File: src/rtl/modport_fifo_pkg.sv
// Shared constants and helpers for the modport_fifo block.
// Holds the default data width / depth and the address-width derivation
// used by the interface, the storage array and the pointer logic.
package modport_fifo_pkg;

    localparam int DEF_DATA_W = 8;
    localparam int DEF_DEPTH  = 16;

    // Address bits needed to index DEPTH entries (DEPTH is a power of two).
    function automatic int addr_w(input int depth);
        return $clog2(depth);
    endfunction

endpackage

File: src/rtl/modport_fifo_if.sv
// Handshake/data bundle between a FIFO user (master) and the FIFO (slave).
// Signals: wr_enb/data_in/rd_enb driven by master; data_out/full/empty
// (and count when FIFO_COUNT_EN is defined) driven by the FIFO.
interface modport_fifo_if
    import modport_fifo_pkg::*;
#(
    parameter int DATA_W = DEF_DATA_W,
    parameter int DEPTH  = DEF_DEPTH
);
    localparam int CNT_W = addr_w(DEPTH) + 1;

    logic              wr_enb;
    logic [DATA_W-1:0] data_in;
    logic              rd_enb;
    logic [DATA_W-1:0] data_out;
    logic              full;
    logic              empty;

`ifdef FIFO_COUNT_EN
    logic [CNT_W-1:0]  count;

    modport master (
        output wr_enb, data_in, rd_enb,
        input  data_out, full, empty, count
    );
    modport slave (
        input  wr_enb, data_in, rd_enb,
        output data_out, full, empty, count
    );
`else
    modport master (
        output wr_enb, data_in, rd_enb,
        input  data_out, full, empty
    );
    modport slave (
        input  wr_enb, data_in, rd_enb,
        output data_out, full, empty
    );
`endif

endinterface

File: src/rtl/modport_fifo_mem.sv
// Storage array for modport_fifo: DEPTH x DATA_W, no reset on contents.
// Latency: write lands on the clock edge; read port is combinational.
// Backpressure: none here -- the caller only asserts we when not full.
// Ports: clk, we/wr_addr/wr_data (sync write), rd_addr/rd_data (async read).
module modport_fifo_mem
    import modport_fifo_pkg::*;
#(
    parameter  int DATA_W = DEF_DATA_W,
    parameter  int DEPTH  = DEF_DEPTH,
    localparam int AW     = addr_w(DEPTH)
) (
    input  logic              clk,
    input  logic              we,
    input  logic [AW-1:0]     wr_addr,
    input  logic [DATA_W-1:0] wr_data,
    input  logic [AW-1:0]     rd_addr,
    output logic [DATA_W-1:0] rd_data
);

    logic [DATA_W-1:0] mem [DEPTH];

    always_ff @(posedge clk) begin
        if (we) begin
            mem[wr_addr] <= wr_data;
        end
    end

    // The registered data_out stage lives in the top, giving 1-cycle read latency.
    assign rd_data = mem[rd_addr];

endmodule

File: src/rtl/modport_fifo.sv
// Synchronous FIFO with pointer/flag/data_out logic; storage in modport_fifo_mem.
// Latency: write visible to a read on the next edge; data_out registered (1 cycle).
// Backpressure: writes while full are dropped, reads while empty are ignored.
// Ports: clk, rst (async active-low), bus (modport_fifo_if.slave).
// Option: define FIFO_COUNT_EN to add the registered occupancy output bus.count.
module modport_fifo
    import modport_fifo_pkg::*;
#(
    parameter int DATA_W = DEF_DATA_W,
    parameter int DEPTH  = DEF_DEPTH
) (
    input  logic            clk,
    input  logic            rst,
    modport_fifo_if.slave   bus
);

    localparam int AW = addr_w(DEPTH);
    localparam int PW = AW + 1;
    localparam logic [PW-1:0] PTR_ONE = PW'(1);

    // Pointers carry one extra wrap bit so full and empty are distinguishable.
    logic [PW-1:0]     wr_ptr;
    logic [PW-1:0]     rd_ptr;
    logic [DATA_W-1:0] data_out_q;
    logic [DATA_W-1:0] mem_rd_data;
    logic              full;
    logic              empty;
    logic              wr_acc;
    logic              rd_acc;

    // Flags depend on registered pointers only.
    assign empty = (wr_ptr == rd_ptr);
    assign full  = (wr_ptr[AW] != rd_ptr[AW]) &&
                   (wr_ptr[AW-1:0] == rd_ptr[AW-1:0]);

    // Acceptance uses the flags as they stand before the edge, so a
    // simultaneous request while empty (or full) only lets the write
    // (or read) through.
    assign wr_acc = bus.wr_enb && !full;
    assign rd_acc = bus.rd_enb && !empty;

    always_ff @(posedge clk or negedge rst) begin
        if (!rst) begin
            wr_ptr     <= '0;
            rd_ptr     <= '0;
            data_out_q <= '0;
        end else begin
            if (wr_acc) begin
                wr_ptr <= wr_ptr + PTR_ONE;
            end
            if (rd_acc) begin
                rd_ptr     <= rd_ptr + PTR_ONE;
                data_out_q <= mem_rd_data;
            end
        end
    end

    modport_fifo_mem #(
        .DATA_W (DATA_W),
        .DEPTH  (DEPTH)
    ) u_mem (
        .clk     (clk),
        .we      (wr_acc),
        .wr_addr (wr_ptr[AW-1:0]),
        .wr_data (bus.data_in),
        .rd_addr (rd_ptr[AW-1:0]),
        .rd_data (mem_rd_data)
    );

    assign bus.data_out = data_out_q;
    assign bus.full     = full;
    assign bus.empty    = empty;

`ifdef FIFO_COUNT_EN
    logic [PW-1:0] count_q;

    always_ff @(posedge clk or negedge rst) begin
        if (!rst) begin
            count_q <= '0;
        end else begin
            unique case ({wr_acc, rd_acc})
                2'b10:   count_q <= count_q + PTR_ONE;
                2'b01:   count_q <= count_q - PTR_ONE;
                default: count_q <= count_q;
            endcase
        end
    end

    assign bus.count = count_q;
`endif

endmodule

File: src/flat_wrapper.sv
// flat-port wrapper written by rule: the top's interface ports become plain ports
module modport_fifo_flat import modport_fifo_pkg::*;
#(
    parameter int DATA_W = DEF_DATA_W,
    parameter int DEPTH  = DEF_DEPTH
)
  (clk, rst, bus_wr_enb, bus_data_in, bus_rd_enb, bus_data_out, bus_full, bus_empty);
  modport_fifo_if #(.DATA_W(DATA_W), .DEPTH(DEPTH)) bus_i ();
  input  logic clk;
  input  logic rst;
  input wire logic [$bits(bus_i.wr_enb)-1:0] bus_wr_enb;
  input wire logic [$bits(bus_i.data_in)-1:0] bus_data_in;
  input wire logic [$bits(bus_i.rd_enb)-1:0] bus_rd_enb;
  output wire logic [$bits(bus_i.data_out)-1:0] bus_data_out;
  output wire logic [$bits(bus_i.full)-1:0] bus_full;
  output wire logic [$bits(bus_i.empty)-1:0] bus_empty;
  assign bus_i.wr_enb = bus_wr_enb;
  assign bus_i.data_in = bus_data_in;
  assign bus_i.rd_enb = bus_rd_enb;
  assign bus_data_out = bus_i.data_out;
  assign bus_full = bus_i.full;
  assign bus_empty = bus_i.empty;
  modport_fifo #(.DATA_W(DATA_W), .DEPTH(DEPTH)) u_core (.clk(clk), .rst(rst), .bus(bus_i));
endmodule
File: config.mk
export PLATFORM = sky130hd
export DESIGN_NAME = modport_fifo_flat
export DESIGN_NICKNAME = d
export VERILOG_FILES = /design/src/rtl/modport_fifo_pkg.sv /design/src/rtl/modport_fifo_if.sv /design/src/rtl/modport_fifo_mem.sv /design/src/rtl/modport_fifo.sv /design/src/flat_wrapper.sv
export SDC_FILE = /design/constraint.sdc
export NUM_CORES = 1
export LEC_CHECK = 0
export CAP_MARGIN = 20
export CORE_MARGIN = 1.5
export CORE_UTILIZATION = 48
export DETAILED_ROUTE_END_ITERATION = 12
export GPL_ROUTABILITY_DRIVEN = 1
export PLACE_DENSITY = 0.65
export SYNTH_ARGS = -nofsm -noshare
export SYNTH_HDL_FRONTEND = slang
export SYNTH_SLANG_ARGS = --single-unit
File: constraint.sdc
create_clock -name clk -period 4.8 [get_ports clk]
set_clock_uncertainty 0.15 [all_clocks]
set_input_delay 0.48 -clock clk [delete_from_list [all_inputs] [get_ports clk]]
set_output_delay 0.48 -clock clk [all_outputs]
set_load 0.01 [all_outputs]
Word level (Yosys, flattened, before mapping)
Memory sizes are Yosys's and may differ from the RTL's. A register that Yosys moved wholly into a read port is not among the register bits.
Index checks and enable logic that the tools add are counted.
- logic and storage cells: 16
- memories: 1
- bits in writable memories: 128
- bits of input ports: 12
- output and inout bits: 10
- register bits after elaboration: 10
- memory list (name ; depth ; width ; rd ports ; clocked after memory_dff ; wr ports ; line ; RTL):
    u_core.u_mem.mem ; 16 ; 8 ; 1 ; 1 ; 1 ; modport_fifo_mem.sv:20 ; logic [DATA_W-1:0] mem [DEPTH];
- muxes and demuxes: 2
- reduce and logical (&&, ||, !) cells: 6
- $add $sub $neg: 2
- equality and inequality tests: 3
- operators by type and width (operator ; count):
    5-bit by 1-bit adder with 5-bit output (second input constant) ; 2
    5-bit == test ; 1
    4-bit == test ; 1
    1-bit logical AND ; 3
    1-bit logical NOT ; 3
    1-bit 2-to-1 mux ; 2
    1-bit != test ; 1

Logic depth before layout (Yosys ltp)
- depth after elaboration: 6
- gate-level depth with buffers: 7
- mapped depth without buffers: 4

Hierarchy
From an unflattened synthesis, not the netlist that was laid out.
- cells, all modules: 286
- area total of the unflattened synthesis: 5820.6 um^2
- by module, submodules not included (module ; area an instance (um^2) ; seq. area each (um^2) ; times used ; cells each):
    modport_fifo_mem ; 4987.3 ; 3843.7 ; 1 ; 221
    modport_fifo ; 833.3 ; 450.4 ; 1 ; 65

Least setup slack after synthesis
No wires, ideal clock.
- path type: reg-to-reg
- from: reg u_core.rd_ptr[0]
- to: mem u_core.u_mem.mem[3][0] (netlist name), enable pin
- period minus slack after synthesis: 2226 ps
- data required time: 4267 ps
- setup time: 383 ps
- slack: 2574 ps
- path buffers: 1
- cell stages (with the launch flop): 6
- arrival: 1692 ps
- cell sequence: dfrtp_1 buf_2 xnor2_1 nand4_2 o211ai_1 nor3_1
- longest elaborated chain between the ends: 6
- ends and longest elaborated chain (item ; line ; RTL):
    start, declared ; modport_fifo.sv:23 ; logic [PW-1:0] rd_ptr;
    start signal, assigned ; modport_fifo.sv:52 ; rd_ptr <= rd_ptr + PTR_ONE;
    4-bit == test ; modport_fifo.sv:34 ; (wr_ptr[AW-1:0] == rd_ptr[AW-1:0]);
    1-bit logical AND ; modport_fifo.sv:33 ; assign full = (wr_ptr[AW] != rd_ptr[AW]) &&
    1-bit logical NOT ; modport_fifo.sv:39 ; assign wr_acc = bus.wr_enb && !full;
    1-bit logical AND ; modport_fifo.sv:39 ;
    1-bit 2-to-1 mux ; modport_fifo_mem.sv:23 ; if (we) begin
    1-bit 2-to-1 mux (implied by the code) ; modport_fifo_mem.sv:24 ; mem[wr_addr] <= wr_data;
    end, declared ; modport_fifo_mem.sv:20 ;
Every way passes these cells.

Final worst setup path
- from: reg u_core.rd_ptr[0]
- to: out bus_empty
- longest elaborated chain between the ends: 1
- ends and longest elaborated chain (item ; line ; RTL):
    5-bit == test ; modport_fifo.sv:32 ; assign empty = (wr_ptr == rd_ptr);
    end, declared ; flat_wrapper.sv:16 ; output wire logic [$bits(bus_i.empty)-1:0] bus_empty;
Every way passes these cells.

==> results.cfg <==
[status]
run_status = completed

[detailed_routing]
postRouteWirelength_um = 11400
route.met2.wl_um = 5423
antenna_violating_nets_post_route = 0
top_layer_used = met4
wl_met1_um = 5218
vias_per_cell = 5.585
num_vias = 2843
drc = 0
firstDrtPassIters = 4
drt_iter0_markers = 238
wl_per_cell_um = 22.39
met3_wirelength_um = 474

[cells_and_area]
nFillCells = 886
final_net_count = 346
syn_to_final_growth_pct = 15.70
final_cell_count_no_fill = 509
mostFrequentLayoutCells = sky130_fd_sc_hd__edfxtp_1, sky130_fd_sc_hd__clkdlybuf4s50_1, sky130_fd_sc_hd__mux2_2, sky130_fd_sc_hd__clkbuf_16, sky130_fd_sc_hd__dfrtp_1
post_route_cells_drive_above_1_share_pct = 17.30
post-route-cell-area_mm2 = 0.006888
antenna-diode-count = 0
mostFrequentLayoutCell = sky130_fd_sc_hd__edfxtp_1

[floorplan]
initial_utilization_pct = 49.36
fp.dieH_um = 114.4
rows = 40
top_level_ports = 22
fp.coreArea_mm2 = 0.01206
die_span_in_x_um = 114.4
design.die.area_mm2 = 0.01308

[worst_hold_path]
hold_path_startpoint = u_core.bus.data_out[1]
terminating_pin_of_the_worst_hold_path = u_core.bus.data_out[1]
hold_path_class = register to register
timing.hold.worst_path_depth = 1

[worst_setup_path]
cpMaxStageDelayCell = sky130_fd_sc_hd__dfrtp_1
crit_required_ns = 4.17
setup.worst_path.end_class = output port
cp.arrival_ns = 2.60
kind_of_cell_adding_the_most_delay_to_the_critical_path = flip-flops
cpPeakStageDelay_ns = 0.95
path_max_fanout = 22
reg_to_reg_critical_path_startpoint = u_core.rd_ptr[0]
worstRegToRegCells = 4
path_cells = xnor2_1, nand4_2, nor2_1, clkdlybuf4s50_1
critPathLaunchType = register
critPathKind = register to output port
critPathBufInv = 1
r2r_end = u_core.u_mem.mem[11][1]
ff2ff_setup_slack_ns = 1.92

[clocking]
post-cts-setup-buffers = 0
tritoncts = built
htree_levels = 4
cts_repair_resize_count = 0
worst_skew_pair.late_latency_ns = 0.42
cts_root_buf = sky130_fd_sc_hd__clkbuf_16
ctsLongestPathBuffers = 2
clk_pin_slew_worst_paths_ns = 0.05
clock_sink_count = 146
numCtsBuffers = 17
cts.hold.buffers_added = 0

[sta]
final.min_clock_period_ns = 3.231
rsz0062_at_grt = false
worst_slew_margin_rel_pct = 37.13
timing.final.hold_violations = 0
drv_slew = 0
setup-violations-final = 0
timing.final.ws_setup_ns = 1.569
worst-slew-pin-transition_ns = 0.9430
final.setup.tns_ns = 0
min_period_over_period_pct = 67.32
achievable_clock_frequency_mhz = 309.5

[pwr]
share_seq_of_total_power_pct = 42.2
power.net_switching_mw = 1.250
clock_power_share_pct = 29.0
irDropWorstVdd_mv = 0.3290
power-per-cell-area_mw_per_mm2 = 612.5
p_leak_nw = 2.386
power.share.switching_pct = 29.63
intPower_mw = 2.969
power.combinational.fraction_pct = 28.7

[placement]
routability_congestion = 0.7632
buffer_ports.inserted = 21
placedCellCount = 477
detailed_place_hpwl_um = 7123
place_worst_setup_slack_ns = 1.635
placedInstanceArea_mm2 = 0.006311

[synthesis]
netlist.top_cell.by_area = sky130_fd_sc_hd__edfxtp_1
ys_ff_latch = 146
syn-num-nets = 318
yosys.area_share.simple_pct = 3.594
synth_sequential_area_ratio_pct = 72.13
synth_top_area_share_pct = 64.56
dominant_combinational_cell_family_by_area_after_synthesis = multiplexers
synth.top_cells.by_area = sky130_fd_sc_hd__edfxtp_1, sky130_fd_sc_hd__dfrtp_1, sky130_fd_sc_hd__mux4_1
postSynthAreaPerCell_um2 = 19.78
syn_area_mm2 = 0.005953
post_synth_mux_area_share_pct = 15.99
yosys_warnings = 0
synthXorXnorAreaFrac_pct = 2.060
netlist-cell-type-count = 30
synth_compound_gate_area_share_pct = 3.531
postSynthCellCount = 301
synth_fa_ha_area_share_pct = 1.051

[global_route]
grt_overflow = 0
grt_pass1_wl_um = 17150
vias_in_the_first_global_route = 2783
grt_start_max_net_pins = 25
grt_antenna_before_repair = 0
gr-usage-all-layers_pct = 19.01

[job]
max-cap-violations = 0
==> cells by family (layout without fill, tap and decap cells) <==
group / count (synthesis) / count (layout)
DFF: 146 / 146
adders and majority gates: 5 / 5
buffers and inverters: 19 / 59
xor gates and xnor gates: 14 / 14
and+or+nand+nor: 35 / 35
muxes: 58 / 58
AOI/OAI and AO/OA: 24 / 24
==> flip-flops by register name (all words and copies together) (netlist names) <==
signal	cells
u_core.bus.data_out	8
u_core.rd_ptr	5
u_core.u_mem.mem	128
u_core.wr_ptr	5
==> through the flow <==
stage	hold WS (ns)	total power [mW]	util (%)
floorplan	0.03441	2.620	-
global placement	0.3403	2.982	52.32
detailed placement	0.3445	3.002	52.32
CTS	0.3565	4.223	56.88
global route	0.3674	4.421	57.11
finish	0.3504	4.219	57.11
==> per-layer routing <==
metal	global-route usage [%]	up-vias
met2	28.11	81
met4	10.00	0
met5	0	-
met3	4.023	19
li1	-	1285
met1	26.83	1458
==> worst reg2reg max path: stages, from the launching register on <==
cell and delay (ns):
sky130_fd_sc_hd__dfrtp_1 0.95, sky130_fd_sc_hd__xnor2_1 0.21, sky130_fd_sc_hd__nand4_2 0.26, sky130_fd_sc_hd__o211ai_1 0.22, sky130_fd_sc_hd__nor2b_1 0.72
==> area by class of cell <==
class	instances	area [um2]	share of cell area (%)
Tap cell	168	210.2	3.052
Clock inverter	12	116.4	1.689
Inverter	3	11.26	0.1635
Sequential cell	146	4295	62.36
Multi-Input combinational cell	136	1562	22.67
Timing Repair Buffer	25	260.3	3.778
Clock buffer	19	432.9	6.285
==> power groups by stage <==
stage | clock network, mW | logic, mW | registers, mW
after global placement | 0 | 1.15 | 1.84
after global routing | 1.30 | 1.31 | 1.81
final | 1.22 | 1.21 | 1.78
after floorplan | 0 | 0.943 | 1.68
after detailed placement | 0 | 1.16 | 1.84
after CTS | 1.24 | 1.16 | 1.82
==> cell usage after synthesis <==
master	n
sky130_fd_sc_hd__a221oi_1	8
sky130_fd_sc_hd__a22o_1	8
sky130_fd_sc_hd__and2_1	1
sky130_fd_sc_hd__and3_1	15
sky130_fd_sc_hd__buf_1	1
sky130_fd_sc_hd__buf_2	5
sky130_fd_sc_hd__buf_4	1
sky130_fd_sc_hd__buf_6	2
sky130_fd_sc_hd__clkbuf_1	6
sky130_fd_sc_hd__clkbuf_2	1
sky130_fd_sc_hd__dfrtp_1	18
sky130_fd_sc_hd__edfxtp_1	128
sky130_fd_sc_hd__ha_1	5
sky130_fd_sc_hd__inv_1	3
sky130_fd_sc_hd__mux2_1	1
sky130_fd_sc_hd__mux2_2	17
sky130_fd_sc_hd__mux2i_1	16
sky130_fd_sc_hd__mux4_1	13
sky130_fd_sc_hd__mux4_2	11
sky130_fd_sc_hd__nand2b_1	8
sky130_fd_sc_hd__nand4_2	1
sky130_fd_sc_hd__nor2_1	4
sky130_fd_sc_hd__nor2b_1	5
sky130_fd_sc_hd__nor3_1	1
sky130_fd_sc_hd__o2111ai_1	1
sky130_fd_sc_hd__o211ai_1	5
sky130_fd_sc_hd__o21a_1	1
sky130_fd_sc_hd__o21ai_4	1
sky130_fd_sc_hd__xnor2_1	13
sky130_fd_sc_hd__xor2_1	1
==> worst max-delay path by stage <==
stage                                 from                 endpoint  slack (ns)  cells after the start
after floorplan           u_core.rd_ptr[0]   u_core.u_mem.mem[3][0]        2.57                      5
final                     u_core.rd_ptr[0]                bus_empty        1.57                      4
after detailed placement  u_core.rd_ptr[1]  u_core.u_mem.mem[11][7]        1.64                      4
after global placement    u_core.rd_ptr[1]  u_core.u_mem.mem[11][7]        1.69                      4
after CTS                 u_core.rd_ptr[1]                bus_empty        1.34                      4
after global routing      u_core.rd_ptr[0]                 bus_full        1.40                      4
Note: power is estimated with default switching activity, not from simulation.
==> RTL change, RTL diff (same settings) <==
The package constant `DEF_DATA_W` goes from 8 to 9.
--- a/src/rtl/modport_fifo_pkg.sv
+++ b/src/rtl/modport_fifo_pkg.sv
@@ -4,5 +4,5 @@
 package modport_fifo_pkg;
 
-    localparam int DEF_DATA_W = 8;
+    localparam int DEF_DATA_W = 9;
     localparam int DEF_DEPTH  = 16;
 
Ports: changed (resized bus_data_in and bus_data_out); port bits go from 22 to 24. The function was not compared with the original's and may differ.
==> RTL change against the unedited design <==
Routed wire length grew 10%. Combinational power grew 13%. Total power grew 8.3%. Worst setup slack gained 0.030 ns. Synthesized cell count grew 14%. Global-route usage shrank 0.086 points. Worst hold slack gained 0.0060 ns. Synthesized area grew 10%. Register-to-register slack lost 0.12 ns. Sequential cell count grew 17. Critical path depth is the same. Design area grew 8.7%.
==> RTL change: results <==
outcome:
  status: "complete, no violations"
synth:
  synth.distinct_cells: 29
  ys_async_sr_fraction_pct: 11.66
  avgSynthCellArea_um2: 19.23
  synthAdderAreaFrac_pct: 0.9513
  synthXorXnorAreaFrac_pct: 1.865
  syn-num-nets: 360
  synth_edf_count: 144
  synthMuxAreaShare_pct: 15.41
  syn_area_um2: 6576
  synthTopCellsByCount: "144 x edfxtp_1, 36 x mux2i_1, 20 x mux2_2, 19 x dfrtp_1, 14 x and3_1"
  ys_seq_area_share_pct: 72.98
  ys_top_cells_by_area: "edfxtp_1 66%, dfrtp_1 7.2%, mux2i_1 5.5%, mux4_2 4.1%, mux2_2 3.4%"
  synth-compound-area-share_pct: 4.338
setup_path:
  cp_slowest_cell: "dfrtp_1"
  ff2ff_setup_slack_ns: 1.80
  crit_fanout: 21
  r2r_end: "u_core.bus.data_out[7]$_DFFE_PN0P_"
  arrival_ns: 2.57
  cp_slowest_stage_delay_ns: 0.82
clocking:
  clock_sinks: 163
placed_design:
  place_inst: 524
  routabilityCongestion: 0.7848
  portBuffers: 23
  placedInstanceArea_um2: 6933
  dp_hpwl_mm: 7.666
route:
  wl_mm: 12.55
  drt_first_pass_iters: 5
  wire_per_inst_um: 22.69
  drt-vias-per-instance: 5.644
pwr:
  p_int_w: 0.003225
  vdd_ir_drop_max_v: 0.0003029
  p_leak_nw: 2.599
layout:
  largest_register_ffs: 144
  layout-drive-gt1-share_pct: 15.65
  fin_nets: 385
global_routing:
  grt_start_max_net_pins: 58
  grt_pass1_vias: 3067
  grt_first_pass_wirelength_mm: 19.06
  grt_usage_pct: 18.92
timing:
  worstMarginPinSlew_ns: 1.036
  timing.hold.ws_ns: 0.3565
hold_path:
  min_from: "u_core.bus.data_out[8]$_DFFE_PN0P_"
  min_to: "u_core.bus.data_out[8]$_DFFE_PN0P_"
flow_run:
  maxCapViolations: 0
## RTL change: changes by cell type after synthesis, moves of 3 or more
cell,before,now
a22oi_1,0,9
mux4_1,13,6
mux2_2,17,20
mux2i_1,16,36
nand2b_1,8,0
buf_1,1,4
edfxtp_1,128,144
## RTL change: power groups by stage
stage                     sequential, W  combinational (W)  clock [W]
after CTS                       0.00191            0.00139    0.00131
after global placement          0.00193            0.00137          0
after global routing            0.00194            0.00149    0.00137
final                           0.00191            0.00137    0.00129
after floorplan                 0.00187            0.00104          0
after detailed placement        0.00194            0.00138          0
## RTL change: metrics by stage
| step | total power [W] | setup WS (ns) |
|---|---|---|
| CTS | 0.004608 | 1.579 |
| detailed placement | 0.003322 | 1.824 |
| global route | 0.004795 | 1.406 |
| finish | 0.004568 | 1.598 |
| floorplan | 0.002909 | 2.372 |
| global placement | 0.003297 | 1.906 |
## RTL change: layout make-up
| class | count | area [µm²] |
|---|---|---|
| fill | 1021 | 5809 |
| sequential | 163 | 4801 |
| multi-input combinational | 156 | 1648 |
| clock buffer | 21 | 440.4 |
| timing repair buffer | 26 | 252.7 |
| tap | 176 | 220.2 |
| clock inverter | 8 | 112.6 |
| inverter | 3 | 11.26 |
## RTL change: per-layer routing
layer | vias up | routed length, µm | track usage [%] | part of all wire [%]
met4 | 0 | 192 | 7.292 | 1.5
met2 | 109 | 5864 | 26.25 | 47
met1 | 1570 | 5564 | 28.80 | 44
li1 | 1430 | - | - | -
met3 | 12 | 926 | 4.753 | 7.4
met5 | - | 0 | 0 | 0
## RTL change: cells by family after synthesis
kind of cell / count (synthesis)
buf+inv: 23
simple gates: 28
compound gates: 35
xor+xnor: 14
mux: 74
fa+ha+maj: 5
flops: 163
